===== config.mk =====
export PLATFORM = sky130hd
export DESIGN_NAME = fpu_div
export DESIGN_NICKNAME = d
export VERILOG_FILES = /design/src/rtl/fpu_div.sv
export SDC_FILE = /design/constraint.sdc
export NUM_CORES = 1
export LEC_CHECK = 0
export BUFFER_PORTS_ARGS = -buffer_cell sky130_fd_sc_hd__buf_2
export CORE_UTILIZATION = 40
export CTS_BUF_LIST = sky130_fd_sc_hd__clkbuf_2
export CTS_CLUSTER_DIAMETER = 80
export DETAILED_ROUTE_END_ITERATION = 7
export GPL_TIMING_DRIVEN = 0
export HOLD_SLACK_MARGIN = 0.1
export MAX_ROUTING_LAYER = met4
export PLACE_DENSITY = 0.63
export SYNTH_ARGS = -nofsm -noshare
export SYNTH_HDL_FRONTEND = slang
export SYNTH_SLANG_ARGS = --single-unit

===== constraint.sdc =====
create_clock -name clock -period 4.73 [get_ports clock]
set_input_delay 0.2365 -clock clock [delete_from_list [all_inputs] [get_ports clock]]
set_output_delay 0.2365 -clock clock [all_outputs]
set_load 0.005 [all_outputs]

===== src/rtl/fpu_div.sv =====
// fp16 division coprocessor: special-operand decode, sequential radix-2
// restoring significand divider, then normalise and round-to-nearest-even.
module fpu_div #(
    parameter int FRACW   = 10,
    parameter int EXPW    = 5,
    parameter int BIAS    = 15,
    parameter int EXP_MAX = (1 << EXPW) - 1
) (
    input  logic                  clock,
    input  logic                  reset,
    input  logic                  start,
    input  logic [EXPW+FRACW:0]   fpuIn1,
    input  logic [EXPW+FRACW:0]   fpuIn2,
    output logic [EXPW+FRACW:0]   fpuOut,
    output logic                  done,
    output logic                  busy,
    output logic [3:0]            condCodes,
    output logic [4:0]            opStatusFlags
);
    localparam int W  = 1 + EXPW + FRACW;
    localparam int QW = FRACW + 3;           // quotient bits
    localparam int RW = FRACW + 2;           // partial remainder bits
    localparam int EW = EXPW + 2;            // signed working exponent
    localparam int CW = $clog2(FRACW + 3);

    localparam logic signed [EW-1:0] BIAS_S = EW'(BIAS);
    localparam logic signed [EW-1:0] ONE_S  = EW'(1);
    localparam logic signed [EW-1:0] ZERO_S = '0;
    localparam logic signed [EW-1:0] EMAX_S = EW'(EXP_MAX);
    localparam logic [CW-1:0]        ITER_LAST = CW'(FRACW + 2);
    localparam logic [W-1:0]         QNAN = {1'b0, {EXPW{1'b1}}, 1'b1, {(FRACW-1){1'b0}}};

    typedef enum logic [1:0] {IDLE, DIVIDE, ROUND, DONE} state_t;

    function automatic logic [W-1:0] inf_word(input logic s);
        return {s, {EXPW{1'b1}}, {FRACW{1'b0}}};
    endfunction

    function automatic logic [W-1:0] zero_word(input logic s);
        return {s, {(W-1){1'b0}}};
    endfunction

    // {Z, C, N, V}
    function automatic logic [3:0] cc_of(input logic [W-1:0] word);
        return {(word[W-2:0] == '0), 1'b0, word[W-1], 1'b0};
    endfunction

    // RNE on the normalised quotient, then overflow/underflow saturation.
    // Returns {flags, word}.
    function automatic logic [W+4:0] round_pack(
        input logic                   s,
        input logic signed [EW-1:0]   e,
        input logic [FRACW-1:0]       frac,
        input logic                   guard,
        input logic                   sticky
    );
        logic                  inc;
        logic [FRACW:0]        fr;
        logic signed [EW-1:0]  er;
        logic [4:0]            fl;
        logic [W-1:0]          word;
        inc = guard & (sticky | frac[0]);
        fr  = {1'b0, frac} + {{FRACW{1'b0}}, inc};
        er  = fr[FRACW] ? e + ONE_S : e;
        fl  = {4'b0000, guard | sticky};
        if (er >= EMAX_S) begin
            word = inf_word(s);
            fl   = 5'b00101;
        end else if (er <= ZERO_S) begin
            word = zero_word(s);
            fl   = 5'b00011;
        end else begin
            word = {s, er[EXPW-1:0], fr[FRACW-1:0]};
        end
        return {fl, word};
    endfunction

    state_t                state_q, state_d;
    logic [W-1:0]          out_q, out_d;
    logic [4:0]            flags_q, flags_d;
    logic [3:0]            cc_q, cc_d;
    logic                  sign_q, sign_d;
    logic signed [EW-1:0]  eb_q, eb_d;
    logic [FRACW:0]        div_q, div_d;
    logic [RW-1:0]         rem_q, rem_d;
    logic [QW-1:0]         quo_q, quo_d;
    logic [CW-1:0]         cnt_q, cnt_d;

    logic                  s1, s2;
    logic [EXPW-1:0]       e1, e2;
    logic [FRACW-1:0]      f1, f2;
    logic                  zero1, zero2, eall1, eall2, inf1, inf2, nan1, nan2;
    logic                  special_in;
    logic signed [EW-1:0]  eb_in;
    logic [W-1:0]          spec_word;
    logic [4:0]            spec_flags;

    logic                  q_bit;
    logic [RW-1:0]         rem_sub;
    logic                  norm_hi;
    logic [FRACW-1:0]      rnd_frac;
    logic                  rnd_guard, rnd_sticky;
    logic signed [EW-1:0]  rnd_exp;
    logic [W+4:0]          rnd_res;

    // Operand decode; subnormals (exponent 0) are treated as signed zero.
    assign {s1, e1, f1} = fpuIn1;
    assign {s2, e2, f2} = fpuIn2;
    assign zero1 = (e1 == '0);
    assign zero2 = (e2 == '0);
    assign eall1 = (e1 == {EXPW{1'b1}});
    assign eall2 = (e2 == {EXPW{1'b1}});
    assign inf1  = eall1 && (f1 == '0);
    assign inf2  = eall2 && (f2 == '0);
    assign nan1  = eall1 && (f1 != '0);
    assign nan2  = eall2 && (f2 != '0);
    assign special_in = zero1 | zero2 | eall1 | eall2;
    assign eb_in = $signed({2'b00, e1}) - $signed({2'b00, e2}) + BIAS_S;

    // Special-operand result, evaluated in priority order.
    always_comb begin
        spec_word  = zero_word(s1 ^ s2);
        spec_flags = 5'b00000;
        if (nan1 || nan2 || (zero1 && zero2) || (inf1 && inf2)) begin
            spec_word  = QNAN;
            spec_flags = 5'b10000;
        end else if (inf1) begin
            spec_word  = inf_word(s1 ^ s2);
        end else if (inf2) begin
            spec_word  = zero_word(s1 ^ s2);
        end else if (zero2) begin
            spec_word  = inf_word(s1 ^ s2);
            spec_flags = 5'b01000;
        end
    end

    // One restoring step: subtract when the remainder covers the divisor.
    assign q_bit   = (rem_q >= {1'b0, div_q});
    assign rem_sub = q_bit ? rem_q - {1'b0, div_q} : rem_q;

    // Normalise: quotient lies in [0.5, 2), leading one at bit QW-1 or QW-2.
    assign norm_hi    = quo_q[QW-1];
    assign rnd_frac   = norm_hi ? quo_q[QW-2:2] : quo_q[QW-3:1];
    assign rnd_guard  = norm_hi ? quo_q[1] : quo_q[0];
    assign rnd_sticky = (norm_hi & quo_q[0]) | (rem_q != '0);
    assign rnd_exp    = norm_hi ? eb_q : eb_q - ONE_S;
    assign rnd_res    = round_pack(sign_q, rnd_exp, rnd_frac, rnd_guard, rnd_sticky);

    // Next-state and datapath updates for the IDLE/DIVIDE/ROUND/DONE sequence.
    always_comb begin
        state_d = state_q;
        out_d   = out_q;
        flags_d = flags_q;
        cc_d    = cc_q;
        sign_d  = sign_q;
        eb_d    = eb_q;
        div_d   = div_q;
        rem_d   = rem_q;
        quo_d   = quo_q;
        cnt_d   = cnt_q;
        case (state_q)
            IDLE, DONE: begin
                if (start) begin
                    sign_d  = s1 ^ s2;
                    eb_d    = eb_in;
                    div_d   = {1'b1, f2};
                    rem_d   = {2'b01, f1};
                    quo_d   = '0;
                    cnt_d   = ITER_LAST;
                    flags_d = 5'b00000;
                    cc_d    = 4'b0000;
                    if (special_in) begin
                        out_d   = spec_word;
                        flags_d = spec_flags;
                        cc_d    = cc_of(spec_word);
                        state_d = DONE;
                    end else begin
                        state_d = DIVIDE;
                    end
                end
            end
            DIVIDE: begin
                rem_d = rem_sub << 1;
                quo_d = {quo_q[QW-2:0], q_bit};
                if (cnt_q == '0) begin
                    state_d = ROUND;
                end else begin
                    cnt_d = cnt_q - 1'b1;
                end
            end
            ROUND: begin
                out_d   = rnd_res[W-1:0];
                flags_d = rnd_res[W+4:W];
                cc_d    = cc_of(rnd_res[W-1:0]);
                state_d = DONE;
            end
            default: state_d = IDLE;
        endcase
    end

    // Control state and architected outputs; reset aborts any operation.
    always_ff @(posedge clock) begin
        if (reset) begin
            state_q <= IDLE;
            out_q   <= '0;
            flags_q <= '0;
            cc_q    <= '0;
        end else begin
            state_q <= state_d;
            out_q   <= out_d;
            flags_q <= flags_d;
            cc_q    <= cc_d;
        end
    end

    // Divider datapath registers; always reloaded when an operation starts.
    always_ff @(posedge clock) begin
        sign_q <= sign_d;
        eb_q   <= eb_d;
        div_q  <= div_d;
        rem_q  <= rem_d;
        quo_q  <= quo_d;
        cnt_q  <= cnt_d;
    end

    assign fpuOut        = out_q;
    assign opStatusFlags = flags_q;
    assign condCodes     = cc_q;
    assign done          = (state_q == DONE);
    assign busy          = (state_q == DIVIDE) || (state_q == ROUND);
endmodule


### Word level (Yosys, flattened, before mapping)

Index checks and enable logic that the tools add are counted.

* add/sub/neg operators: 7
* multiply operators: 0
* divide/modulo/power cells: 0
* magnitude comparators: 3
* equality and inequality tests: 9
* shift operators: 0
* multiplexer cells: 37
* bitwise gates (word level): 9
* reduce and logical (&&, ||, !) cells: 30

Operators with widths (count)
* $mux 15: 5
* $mux 16: 3
* $pmux 16 s2: 1
* $logic_not 15->1: 2
* $mux 4: 7
* $pmux 13 s2: 1
* $pmux 12 s2: 1
* $logic_not 10->1: 2
* $reduce_bool 10->1: 2
* $pmux 4 s2: 2
* $mux 5: 3
* $mux 7: 2
* $mux 13: 1
* $ge 12x11->1: 1
* $mux 12: 1
* $reduce_bool 12->1: 1
* $add 10x1->11: 1
* $mux 11: 1
* $sub 11x11->11: 1
* $eq 5x5->1 const B: 2
* $logic_not 5->1: 2
* $mux 10: 1
* $pmux 5 s2: 1
* $mux 2: 4
* 24 further kinds: 47

* register bits: 74
* bits in latches: 0
* RAM bits: 0
* bits in read-only memories: 0
* input port bits: 35
* output and inout port bits: 27
* word-level logic and storage cells: 105
* memories kept: 0

### Logic depth before layout (Yosys ltp)

* word-level depth: 11
* depth in mapped cells: 20
* mapped depth without buffers: 14

### Least setup slack after synthesis

Ideal clock, no wire load.

* kind: register -> register
* from: register quo_q[12]
* to: register out_q[0], in the netlist fpuOut[0]
* library setup time: 0.060 ns
* arrival: 4.028 ns
* required time: 4.670 ns
* setup slack: 0.642 ns
* stages on the path, launching flop included: 21
* path buffers: 6
* period minus slack after synthesis: 4.088 ns
* cells stage by stage: edfxtp_1 > buf_6 > buf_6 > clkbuf_1 > clkbuf_1 > nand2_1 > nand4_1 > nor2_1 > nor2_1 > ha_1 > ha_1 > nand4_1 > nor4b_2 > o311a_1 > buf_2 > mux2i_4 > xnor2_2 > a2111oi_4 > and3_1 > buf_6 > a22o_1

* word-level cells in the longest chain between the ends: 10
* elaborated cells between the ends (all ways): 15
* classes of those cells: add/sub: 2; order compare: 2; mux: 7; bitwise: 4

RTL lines
* start, declared: RTL line 86 `logic [QW-1:0] quo_q, quo_d;`
* start signal, assigned: RTL line 222 `quo_q <= quo_d;`
* $and 1x1->1: RTL line 145 `assign rnd_sticky = (norm_hi & quo_q[0]) | (rem_q != '0);`
* $or 1x1->1: RTL line 145
* $or 1x1->1: RTL line 62 `inc = guard & (sticky | frac[0]);`
* $and 1x1->1: RTL line 62
* $add 10x1->11: RTL line 63 `fr = {1'b0, frac} + {{FRACW{1'b0}}, inc};`
* $mux 7: RTL line 64 `er = fr[FRACW] ? e + ONE_S : e;`
* $le 7x1->1: RTL line 69 `end else if (er <= ZERO_S) begin`
* $mux 15: RTL line 69
* $mux 15 (*): RTL line 66 `if (er >= EMAX_S) begin`
* $pmux 16 s2 (*): RTL line 161 `case (state_q)`
* end signal, assigned: RTL line 210 `out_q <= out_d;`
* end, declared: RTL line 79 `logic [W-1:0] out_q, out_d;`

Mark *: on every way between the ends. The rest lies on a longest branch, timed or not.
A chain may end at the register's enable or synchronous reset.

### Worst setup path in the final report

Same ends and word-level chain as after synthesis.

==> results.yml <==
hold_path:
  min_path_type: "input port to flop"
  min_from: "fpuIn1[2]"
sta:
  worstMarginPinSlew_ns: 0.9430
  slew_headroom_pct: 36.65
  finalSetupViolCount: 0
  fin_ws_ns: 0.7567
  timing.fmax_ghz: 0.2517
  period_share_pct: 84.00
  fin_skew_ns: 0.03337
  hold_viol: 0
  layout_min_cycle_time_ns: 3.973
  slew_viol_final: 0
  rsz0062_at_grt: "false"
power:
  power.density_mw_per_mm2: 603.1
  internal_power_mw: 1.851
  clockPowerShare_pct: 10.1
  power_mw: 3.376
  total_leakage_power_nw: 2.358
  ir_drop_mv: 0.1965
  switching_share_pct: 45.16
  power_frac_comb_pct: 55.2
  power.switching_mw: 1.525
  pwr-share-seq_pct: 34.7
route:
  wl_met1_um: 5430
  wl_met2_um: 4972
  wl_met3_um: 391
  drt_iter0_drc: 219
  viasPerCell: 5.393
  drc: 2
  drtAntennaViolNets: 0
  dr.pass1.iters: 6
  vias: 4018
  wl_um: 11030
  wl_per_cell_um: 14.81
  top_layer: "met4"
placed_design:
  place_hpwl_um: 8549
  gp_congestion: 0.8921
  post-place-cells: 709
  dp_slack_ns: -0.2326
  port_buffers: 59
clock_tree:
  numCtsBuffers: 9
  clockBufferDepth: 2
  cts_tree: "built"
  cts_root_buf: "clkbuf_2"
  post_cts_buffers: 0
  htree_levels: 3
  insertion_delay_ns: 0.54
  cts.sinks: 72
  clk_pin_slew_ns: 0.21
worst_setup_path:
  r2r_setup_slack_ns: 0.76
  startpoint: "quo_q[12]"
  path_max_fanout: 28
  arrival_ns: 4.46
  critPathLaunchType: "flop"
  crit_required_ns: 5.21
  worstSetupPathType: "flop to flop"
  r2r-start: "quo_q[12]"
  cp-end-kind: "flop"
grt:
  antenna_found_initial: 0
  grt_pass1_wl_um: 18710
  overflow: 0
  grt_pass1_vias: 3856
  grt_usage_pct: 19.55
  grt_start_max_net_pins: 20
yosys:
  synth-async-reset-ratio_pct: 0
  synth_seq_cells: 72
  synth_cell_types: 63
  ys_seq_area_share_pct: 40.03
  synth_flop_cell: "edfxtp_1"
  avgSynthCellArea_um2: 9.457
  synth-edff-count: 47
  synthCells: 505
  syn-cell-area_mm2: 0.004776
  ys_warn_count: 0
floorplanning:
  rows: 39
  io_pins: 62
  die_width_um: 111.3
  die_area_mm2: 0.01238
  core_area_mm2: 0.01152
  die_y_um: 111.3
  initial_utilization_pct: 41.47
finish:
  drive_gt1_share_pct: 15.78
  antenna_cells: 0
  fillCellCount: 1137
  areaGrowthSynthToFinish_pct: 17.21
  final_common_cell: "buf_2"
  layout.cells.non_filler: 745
  final_nets: 659
  final_cell_mix: "buf_2, nor2_1, edfxtp_1"
outcome:
  status: "finished with violations"
  violations: "DRC"
run:
  maxCapViolations: 0
flip-flops by register name, indices dropped and copies added, names as in the netlist:
register and count:
cnt_q 4, condCodes 2, div_q 10, eb_q 7
fpuOut 16, opStatusFlags 5, quo_q 13, rem_q 12
sign_q 1, state_q 2
worst max-delay path: stages (launching register included):
cell,delay [ns]
edfxtp_1,0.39
buf_6,0.13
buf_6,0.24
nand2_1,0.10
nand4_1,0.15
nor2_1,0.06
nor2_1,0.09
ha_1,0.18
ha_1,0.22
nand4_1,0.16
nor4b_4,0.44
o311a_1,0.24
buf_2,0.20
mux2i_4,0.26
xnor2_2,0.15
a2111oi_4,0.40
and3_1,0.24
buf_6,0.14
a22o_1,0.14
power groups by stage:
stage / clock (mW) / combinational (mW) / sequential, mW
after floorplan: 0 / 1.38 / 1.13
after global placement: 0 / 1.77 / 1.19
after detailed placement: 0 / 1.84 / 1.18
after CTS: 0.356 / 1.87 / 1.17
after global routing: 0.377 / 2.09 / 1.20
final: 0.341 / 1.86 / 1.17
final timing paths:
kind                       to  cells past startpoint
max reg2reg         fpuOut[0]                     18
max                 fpuOut[0]                     18
min                  rem_q[2]                      3
min reg2reg  opStatusFlags[1]                      2
what timing repair did:
item                                   CTS  global route
endpoints found under the hold margin   21             0
hold buffers                            22             0
setup endpoints to repair               10            10
gates resized for setup                  1             0
routing by layer:
layer	up-vias	GRT usage [%]
met2	102	28.96
met5	-	-
met4	0	8.198
li1	2009	-
met3	17	2.734
met1	1890	26.76
metrics by stage:
step / hold slack (ns) / area, um2 / setup TNS, ns / util (%)
2_1_floorplan: 0.3354 / 4780 / 0 / -
3_3_place_gp: 0.4306 / 5254 / -1.902 / 45.62
3_5_place_dp: 0.4336 / 5273 / -2.160 / 45.78
4_1_cts: 0.1049 / 5602 / 0 / 48.64
5_1_grt: 0.1608 / 5598 / 0 / 48.61
6_report: 0.1487 / 5598 / 0 / 48.61
synthesized netlist by cell type, types with 4 or more instances:
cell type  count  area share [%]
nor4_1        10             1.3
a21boi_0       4            0.63
nand4_1        8             1.0
a221oi_1       4            0.73
nand2b_1       7            0.92
o211ai_1       5            0.79
mux2_2         5             1.2
and2_1        17             2.2
edfxtp_1      47              30
nor2_1        52             4.1
a311oi_1       4            0.73
nor2b_1        8             1.0
o21a_1         5            0.79
a211oi_1       5            0.79
and3b_1        5            0.92
nor3b_1        5            0.79
o21ai_0       20             2.1
dfxtp_1       25              10
nor3_1        12             1.3
nand3_1       10             1.0
nand2_1       35             2.8
ha_1          25             6.5
clkbuf_1      14             1.1
a21oi_1       17             1.8
a21o_1         8             1.3
inv_1         38             3.0
mux2i_1       12             2.5
a22o_1        12             2.2
xnor2_1       23             4.2
xor2_1        14             2.6
logic make-up after synthesis:
kind of cell	count (synthesis)	share of synthesized area [%]
AND/OR/NAND/NOR	182	19.70
other	1	0.07852
buffers and inverters	61	5.501
adder cells (fa/ha/maj)	27	7.388
XOR/XNOR	38	7.126
multiplexers	18	4.166
flip-flops	72	40.03
AO/OA/AOI/OAI	106	16.01
area by class of cell:
class | count | area (um2) | share of cell area (%)
plain buffers | 20 | 108.9 | 1.945
clock inverters | 5 | 48.80 | 0.8717
well taps | 143 | 178.9 | 3.196
repair buffers | 82 | 530.5 | 9.477
flip-flops and latches | 72 | 1912 | 34.15
inverters | 39 | 146.4 | 2.615
clock buffers | 11 | 55.05 | 0.9835
multi-input cells | 373 | 2618 | 46.76
(Power assumes the default switching activity.)
